## config.mk

```make
export PLATFORM = sky130hd
export DESIGN_NAME = shift_reg
export DESIGN_NICKNAME = d
export VERILOG_FILES = /design/src/rtl/shift_reg_pkg.sv /design/src/rtl/midi_sync_bit.sv /design/src/rtl/shift_reg.sv
export SDC_FILE = /design/constraint.sdc
export NUM_CORES = 1
export LEC_CHECK = 0
export ABC_AREA = 1
export ABC_CLOCK_PERIOD_IN_PS = 800
export CAP_MARGIN = 20
export CORE_AREA = 2 2 39 41
export CTS_CLUSTER_DIAMETER = 200
export CTS_CLUSTER_SIZE = 20
export DETAILED_ROUTE_END_ITERATION = 7
export DIE_AREA = 0 0 41 43
export GPL_TIMING_DRIVEN = 1
export PLACE_DENSITY_LB_ADDON = 0.3
export RECOVER_POWER = 50
export SLEW_MARGIN = 20
export SYNTH_ARGS = -nofsm -noshare
export SYNTH_HDL_FRONTEND = slang
export SYNTH_SLANG_ARGS = --single-unit
export TNS_END_PERCENT = 100
```

## constraint.sdc

```tcl
create_clock -name clk -period 0.8 [get_ports clk]
set_input_delay 0.12 -clock clk [delete_from_list [all_inputs] [get_ports clk]]
set_output_delay 0.12 -clock clk [all_outputs]
set_load 0.05 [all_outputs]
```

## src/rtl/shift_reg_pkg.sv

```systemverilog
// Shared constants for the MIDI output gate.
package shift_reg_pkg;
  localparam int MIDI_CH_DEFAULT = 4;
endpackage

```

## src/rtl/midi_sync_bit.sv

```systemverilog
// Single-bit flop synchronizer with asynchronous reset.
module midi_sync_bit #(
  parameter int STAGES = 2
) (
  input  logic clk,
  input  logic rst,
  input  logic d,
  output logic q
);
  logic [STAGES-1:0] ff;

  always_ff @(posedge clk or posedge rst) begin
    if (rst) begin
      ff <= '0;
    end else begin
      ff[0] <= d;
      for (int i = 1; i < STAGES; i++) begin
        ff[i] <= ff[i-1];
      end
    end
  end

  assign q = ff[STAGES-1];
endmodule

```

## src/rtl/shift_reg.sv

```systemverilog
// Per-channel MIDI output gate.
// Optional input synchronizer, registered select mask, registered output.
module shift_reg
  import shift_reg_pkg::*;
#(
  parameter int N_CH        = MIDI_CH_DEFAULT,
  parameter int SYNC_STAGES = 0
) (
  input  logic            clk,
  input  logic            rst,
  input  logic [N_CH-1:0] midi_in,
  input  logic [N_CH-1:0] midi_sel,
  output logic [N_CH-1:0] midi_out
);
  logic [N_CH-1:0] midi_in_s;
  logic [N_CH-1:0] sel_q;

  generate
    if (SYNC_STAGES == 0) begin : g_nosync
      assign midi_in_s = midi_in;
    end else begin : g_sync
      for (genvar i = 0; i < N_CH; i++) begin : g_ch
        midi_sync_bit #(
          .STAGES(SYNC_STAGES)
        ) u_sync (
          .clk(clk),
          .rst(rst),
          .d  (midi_in[i]),
          .q  (midi_in_s[i])
        );
      end
    end
  endgenerate

  // Output gates on the registered mask, so select takes two edges.
  always_ff @(posedge clk or posedge rst) begin
    if (rst) begin
      sel_q    <= '0;
      midi_out <= '0;
    end else begin
      sel_q    <= midi_sel;
      midi_out <= midi_in_s & sel_q;
    end
  end
endmodule

```

* Word-level counts from Yosys, hierarchy flattened
Index checks and enable logic that the tools add are counted.
** Word-level totals
- Flip-flop bits (word level) :: 8
- Bits of input ports :: 10
- Output and inout bits :: 4
** Operators by class
- Bitwise logic cells :: 1
** Operator list (number)
- bitwise AND 4 bit :: 1

* Longest topological paths before layout
- Depth after elaboration :: 1
- Gate-level depth with buffers :: 2
- Depth with buffers taken out :: 2

* Worst setup path before layout
OpenSTA, ideal clock, no wires.
- Kind :: flip-flop to output port
- From :: register midi_out[0]
- To :: output port midi_out[0]
- Data arrival time :: 0.586 ns
- Data required time :: 0.680 ns
- Slack :: 0.094 ns
- Stages on the path, launching flop included :: 1
- Path buffers :: 0
- Cell sequence :: dfrtp_1
** RTL lines
- start: declaration :: line shift_reg.sv:13 : output logic [N_CH-1:0] midi_out
- start signal: assignment :: line shift_reg.sv:42 : midi_out <= midi_in_s & sel_q;
No word-level cell between the ends.

* Worst setup path in the final report
- From :: register midi_out[3]
- To :: output port midi_out[3]
No word-level cell between the ends.

==> metrics.yaml <==
clock_network:
  cts_setup_buffers: 0
  clock-sinks: 8
  tritoncts: "built"
  hold_buffers: 0
  cts_buffer_depth: 2
  cts_htree_levels: 1
  cts_resized: 0
  numCtsBuffers: 3
  path_clk_slew_ps: 50
  clock-root-buffer: "clkbuf_4"
  clkLatencyLatePin_ps: 250
critical_path:
  path_class: "reg -> out"
  critPathTopFamily: "flip-flops"
  critPathMaxFanout: 1
  critPathLaunchType: "register"
  crit_required_ps: 680
  crit_chain: "buf_12"
  slowest_delay_ps: 390
  arrival_ps: 790
  crit_cells: 1
  reg2regPathDepth: 2
  crit_path_top_delay_cell: "dfrtp_1"
  critPathCaptureType: "primary output"
  crit_buf_inv: 1
timing:
  finClkSkew_ps: 0.1152
  fin_crit_ps: 913.8
  setup_slack_ps: -113.8
  timing.hold.ws_ps: 249.8
  relSlewSlack_pct: 80.90
  timing.setup.tns_ps: -445.7
  tightestPinTransition_ps: 286.2
  rsz0062_at_grt: "yes"
  fmax_mhz: 1094
  drv_slew: 0
  hold_viol_final: 0
  timing.final.crit_share_pct: 114.2
  setup_viol: 4
yosys:
  syn_inst: 17
  ys_types: 3
  syn_avg_cell_area_sq_um: 13.76
  syn-num-nets: 27
  synth_area_leaders: "dfrtp_1 (86%), inv_1 (8.0%), nand2_1 (6.4%)"
  synthesis.yosys.warnings: 0
  syn-cell-area_sq_um: 234.0
  synth.top_cell.area_share_pct: 85.56
  synth.largest_area_cell: "dfrtp_1"
  yosysSeqAreaShare_pct: 85.56
  ys_ff_latch: 8
pwr:
  p_leak_nw: 0.2281
  p_int_w: 0.0006754
  switchingPower_w: 0.0001951
  sw_frac_of_total_pct: 22.41
  powerDensity_nw_per_um2: 1949
  peakVddDrop_mv: 0.5662
  combPwrFrac_pct: 15.8
  pwr-share-seq_pct: 50.2
  clkPwrFrac_pct: 34.0
detailed_routing:
  drt-wirelength-per-cell_um: 8.633
  vias: 157
  viasPerCell: 3.204
  routed_wl_um: 423
  drtAntennaViolNets: 0
  drtIter0Drc: 4
  drt_first_pass_iters: 2
  drcViolationCount: 0
finish:
  n_fill_cell: 143
  layout_common_cells: "dfrtp_1 (8), clkdlybuf4s50_1 (7), inv_1 (5)"
  area_growth_pct: 90.91
  fin_nets: 45
  final_common_cell: "dfrtp_1"
  fin_util_pct: 32.28
  drive_gt1_share_pct: 21.21
  num_antenna_cells: 0
die:
  initial_core_util_pct: 16.91
  die_h_um: 43
  core.rowCount: 14
  core_sq_um: 1384
  ios: 14
  die_w_um: 41
  die-area_sq_um: 1763
grt:
  antenna_found_initial: 0
  grt_max_degree: 9
  gr-total-overflow: 0
  grt_usage_pct: 6.619
  grt_pass1_vias: 187
  grt_pass1_wl_um: 690
placed_design:
  place_ws_ps: 56.08
  port_buffers: 13
  gp_congestion: 0.6200
status:
  status: "complete, but fails checks"
  violations: "setup timing"
flow_run:
  max_cap_violations: 0
hold_path:
  min_path_type: "in -> async"
-- layout make-up --
type	count	area (sq um)	share of cell area (%)
Clock buffer	3	22.52	5.042
Tap cell	16	20.02	4.482
Inverter	5	18.77	4.202
Sequential cell	8	200.2	44.82
Timing Repair Buffer	13	170.2	38.10
Multi-Input combinational cell	4	15.01	3.361
-- sequential cells by signal, summed over array words and instances (netlist names) --
register  flops
midi_out      4
sel_q         4
-- cells in the mapped netlist --
cell / n
dfrtp_1: 8
nand2_1: 4
inv_1: 5
-- path summary, 6_finish.rpt --
path	from	to	slack, ps
setup / recovery	midi_out[3]$_DFF_PP0_	midi_out[3]	-110
hold / removal	rst	midi_out[0]$_DFF_PP0_	250
max in group asynchronous	rst	sel_q[1]$_DFF_PP0_	330
min in group clk	midi_sel[2]	sel_q[2]$_DFF_PP0_	320
setup reg to reg	sel_q[2]$_DFF_PP0_	midi_out[2]$_DFF_PP0_	250
hold reg to reg	sel_q[1]$_DFF_PP0_	midi_out[1]$_DFF_PP0_	430
-- logic make-up after synthesis --
group                  after synthesis  synth area share [%]
buffers and inverters                5                 8.022
DFF                                  8                 85.56
and+or+nand+nor                      4                 6.415
-- power by group through the flow --
| stage | combinational, W | sequential [W] | clock [W] |
|---|---|---|---|
| finish | 0.000137 | 0.000437 | 0.000296 |
| global route | 0.000146 | 0.000438 | 0.000339 |
| CTS | 0.000142 | 0.000437 | 0.000318 |
| detailed placement | 0.000142 | 0.000444 | 0 |
| global placement | 0.000139 | 0.000443 | 0 |
| floorplan | 0.0000134 | 0.000475 | 0 |
-- metal layers --
| metal | global-route usage [%] | part of all wire [%] | vias up |
|---|---|---|---|
| met5 | 0 | 0 | - |
| met1 | 6.397 | 34 | 63 |
| met2 | 8.750 | 52 | 14 |
| met4 | 8.000 | 1.7 | 0 |
| met3 | 3.141 | 11 | 2 |
| li1 | - | - | 78 |
-- metrics by stage --
stage / total power (W) / instances / cell area, sq um
final: 0.0008705 / 49 / 446.7
after global routing: 0.0009231 / 49 / 446.7
after CTS: 0.0008969 / 49 / 446.7
after detailed placement: 0.0005859 / 46 / 424.2
after global placement: 0.0005824 / 46 / 424.2
after floorplan: 0.0004880 / 17 / 234.0
Power figures use the tool's default switching activity.
==> variant 1, RTL diff (config.mk and constraints unchanged) <==
`MIDI_CH_DEFAULT`: 4 -> 3.
--- a/src/rtl/shift_reg_pkg.sv
+++ b/src/rtl/shift_reg_pkg.sv
@@ -1,5 +1,5 @@
 // Shared constants for the MIDI output gate.
 package shift_reg_pkg;
-  localparam int MIDI_CH_DEFAULT = 4;
+  localparam int MIDI_CH_DEFAULT = 3;
 endpackage
 
Interface: changed (resized midi_in, midi_out and midi_sel); port bits go from 14 to 11. The function was not compared with the original's and may differ.
==> variant 1 against the unedited design <==
Setup slack better by 0.0090 ns. Design area is 22% lower. Critical endpoint is now midi_out[2]. Sequential cell count is 2 lower. Routed wire length is 21% lower. Worst hold slack worse by 0.018 ns. Synthesized cell count is 24% lower. Total power is 19% lower. Non-clock buffer count is 3 lower. The run still ends with setup timing left. Synthesized area is 25% lower. Sequential share of layout area is 1.8 points lower. Clock skew is 0.0026 ns higher. Die area stayed put. Clock power is 7.1% lower.
==> variant 1: results (changes against the unedited design) <==
{| class="wikitable"
! Metric !! Value
|-
| Met3 Resource Use GR || 4.71% (+1.6 points)
|-
| Worst hold-check slack || 0.232 ns (-0.0179 ns)
|-
| Leak Pwr || 0.177 nW (-23%)
|-
| Internal Pwr Total || 550 uW (-19%)
|-
| Part of the Yosys area used for sequential elements || 85.1% (-0.46 points)
|-
| Worst slack after detailed placement || 0.0537 ns (-0.00234 ns)
|-
| Status || complete, but fails checks
|-
| Relative contribution of combinational cells to total power || 14.8% (-1.0 points)
|-
| Count of final setup violators || 3 (-1)
|-
| Failing checks || setup timing
|-
| Main area contributors after synthesis || sky130_fd_sc_hd__dfrtp_1 (85%), sky130_fd_sc_hd__inv_1 (8.5%), sky130_fd_sc_hd__nand2_1 (6.4%)
|-
| Number of design-rule violations left by the first detailed-router iteration || 6 (+2)
|-
| Synth Area per Inst || 13.6 um^2 (-1.4%)
|-
| Vias per cell || 3.07 (-4.1%)
|-
| Via total after detailed routing || 129 (-18%)
|-
| Global-route wire length before repair || 483 um (-30%)
|-
| Power spent charging and discharging nets || 158 uW (-19%)
|-
| Detailed-route wire length on metal 1 || 109 um (-25%)
|-
| Number of global-route vias before repair || 130 (-30%)
|-
| Post-Syn Nets || 21 (-22%)
|-
| Setup TNS || -0.312 ns (+0.134 ns)
|-
| Worst-case reg-to-reg path depth || 2 (unchanged)
|-
| Pre-Repair DR Iteration Count || 4 (+2)
|-
| Power in the clock group || 275 uW (-7.1%)
|-
| Routed met2 length || 113 um (-49%)
|-
| Commonest cells in the netlist || sky130_fd_sc_hd__dfrtp_1 (6), sky130_fd_sc_hd__inv_1 (4), sky130_fd_sc_hd__nand2_1 (3)
|-
| Largest net degree at the start of global routing || 7 (-2)
|-
| Met2 Use GR || 4.69% (-4.1 points)
|-
| Slew of the pin with the lowest slew margin || 0.214 ns (-0.0722 ns)
|-
| Largest registers ranked by flip-flop count || midi_out (3), sel_q (3)
|-
| Routing usage on met1 || 4.00% (-2.4 points)
|-
| Startpoint of the worst setup timing path || midi_out[2]
|-
| Fin worst setup slack || -0.105 ns (+0.00901 ns)
|-
| Count of input and output buffers || 10 (-3)
|-
| Final wirelength || 336 um (-21%)
|-
| Total Routing Usage GR || 4.87% (-1.7 points)
|-
| Cell area reported after detailed placement || 327 um^2 (-23%)
|-
| GP Congestion || 0.562 (-9.4%)
|-
| Ratio of cells with drive above 1 in the final layout || 23.1% (+1.9 points)
|}
## variant 1: cell types whose count changed after synthesis
cell | before | now
sky130_fd_sc_hd__nand2_1 | 4 | 3
sky130_fd_sc_hd__inv_1 | 5 | 4
sky130_fd_sc_hd__dfrtp_1 | 8 | 6
## variant 1: kinds of logic (layout without fill, tap and decap cells)
group | count (synthesis) | in the layout | synth area share [%]
buffers and inverters | 4 | 17 | 8.51
and+or+nand+nor | 3 | 3 | 6.38
DFF | 6 | 6 | 85.1
## variant 1: layout make-up
| cell class | count | area (um^2) |
|---|---|---|
| repair buffers | 10 | 130 |
| multi-input cells | 3 | 11.3 |
| well taps | 16 | 20.0 |
| inverters | 4 | 15.0 |
| fillers | 145 | 1030 |
| flip-flops and latches | 6 | 150 |
| clock buffers | 3 | 22.5 |
## variant 1: worst register-to-register path, delay by kind of cell, from the launching register on
family        cells  cell delay (ns)
buf+inv           1             0.03
flops             1             0.36
simple gates      1             0.05
==> variant 2, RTL diff (same settings) <==
Made on the original files. Register the output `midi_out` once more, with the module's reset; this adds one clock of latency there.
--- a/src/rtl/shift_reg.sv
+++ b/src/rtl/shift_reg.sv
@@ -13,4 +13,6 @@
   output logic [N_CH-1:0] midi_out
 );
+
+  logic [N_CH-1:0] midi_s0;
   logic [N_CH-1:0] midi_in_s;
   logic [N_CH-1:0] sel_q;
@@ -37,10 +39,18 @@
     if (rst) begin
       sel_q    <= '0;
+      midi_s0 <= '0;
+    end else begin
+      sel_q    <= midi_sel;
+      midi_s0 <= midi_in_s & sel_q;
+    end
+  end
+  always_ff @(posedge clk or posedge rst) begin
+    if (rst) begin
       midi_out <= '0;
     end else begin
-      sel_q    <= midi_sel;
-      midi_out <= midi_in_s & sel_q;
+      midi_out <= midi_s0;
     end
   end
+
 endmodule
 
Formal check against the unedited RTL: not equivalent (Yosys sat finds a counterexample within 4 cycles, from zero or initial values and one cycle with rst high).
==> variant 2 against the unedited design <==
Maximum frequency shrank 1.9%. Routed wire length grew 2.1%. Global-route usage grew 0.47 points. Synthesized cell count grew 24%. Count of clock-buffer cells in the layout grew 1. The flow still finishes with violations (setup timing). Total power grew 43%. Critical endpoint is now midi_out[2]. Sequential cell count grew 4. Design area grew 28%. Synthesized area grew 43%. Setup slack lost 0.018 ns.
==> variant 2: results (changes against the unedited design) <==
{| class="wikitable"
! Metric !! Value
|-
| Status || complete, but fails checks
|-
| Failing checks || setup timing
|-
| Number of design-rule violations left by the first detailed-router iteration || 0 (-4)
|-
| Clock-pin slew on the worst setup and hold paths || 0.07 ns (+0.02 ns)
|-
| Main area contributors after synthesis || sky130_fd_sc_hd__dfrtp_1 (90%), sky130_fd_sc_hd__inv_1 (5.6%), sky130_fd_sc_hd__nand2_1 (4.5%)
|-
| Ratio of cells with drive above 1 in the final layout || 20.5% (-0.70 points)
|-
| Detailed-route wire length on metal 1 || 161 um (+11%)
|-
| Largest net degree at the start of global routing || 13 (+4)
|-
| Pre-Repair DR Iteration Count || 1 (-1)
|-
| Global-route wire length before repair || 696 um (+0.87%)
|-
| Worst slack after detailed placement || 0.0639 ns (+0.00778 ns)
|-
| Leak Pwr || 0.299 nW (+31%)
|-
| Total Routing Usage GR || 7.08% (+0.47 points)
|-
| Part of the Yosys area used for sequential elements || 89.9% (+4.3 points)
|-
| Final Net Count || 50 (+11%)
|-
| Routed met2 length || 212 um (-4.5%)
|-
| Final clock skew || 0.000288 ns (+0.000173 ns)
|-
| Number of global-route vias before repair || 177 (-5.3%)
|-
| Critical Path End || midi_out[2]
|-
| Startpoint of the worst setup timing path || midi_out[2]
|-
| Met3 wirelength from detailed routing || 48 um (+2.1%)
|-
| Met3 Resource Use GR || 4.71% (+1.6 points)
|-
| Number of clock buffers in the layout || 4 (+1)
|-
| Maximum vdd ir drop || 0.917 mV (+62%)
|-
| Fin worst setup slack || -0.131 ns (-0.0176 ns)
|-
| Non-clock buffer instance count of the final layout || 14 (+1)
|-
| Via total after detailed routing || 196 (+25%)
|-
| Commonest cells in the netlist || sky130_fd_sc_hd__dfrtp_1 (12), sky130_fd_sc_hd__inv_1 (5), sky130_fd_sc_hd__nand2_1 (4)
|-
| Count of final setup violators || 4 (unchanged)
|-
| Internal Pwr Total || 998 uW (+48%)
|-
| Worst hold-check slack || 0.266 ns (+0.0157 ns)
|-
| Crit Reg-Reg Startpoint || sel_q[3]
|-
| Arr. time, crit path || 0.81 ns (+0.02 ns)
|-
| Power in the clock group || 450 uW (+52%)
|-
| Clk sink count || 12 (+4)
|-
| GP Congestion || 0.602 (-2.9%)
|}
==> variant 2: cell count changes after synthesis <==
cell / unedited run / this run
sky130_fd_sc_hd__dfrtp_1: 8 / 12
==> variant 2: per-stage QoR <==
step / power [mW] / instances / instance area (um^2)
global route: 1.31 / 55 / 573
CTS: 1.28 / 55 / 581
global placement: 0.815 / 51 / 544
detailed placement: 0.819 / 51 / 544
floorplan: 0.709 / 21 / 334
finish: 1.25 / 55 / 573
==> variant 2: cell families (layout without fill, tap and decap cells) <==
kind of cell           count (synthesis)  in the layout  share of synthesized area, %
buffers and inverters                  5             23                          5.62
and+or+nand+nor                        4              4                          4.49
DFF                                   12             12                          89.9
==> variant 2: tightest hold or removal path: cells and delay by family <==
| kind | cells | cell delay [ns] |
|---|---|---|
| buf+inv | 3 | 0.85 |
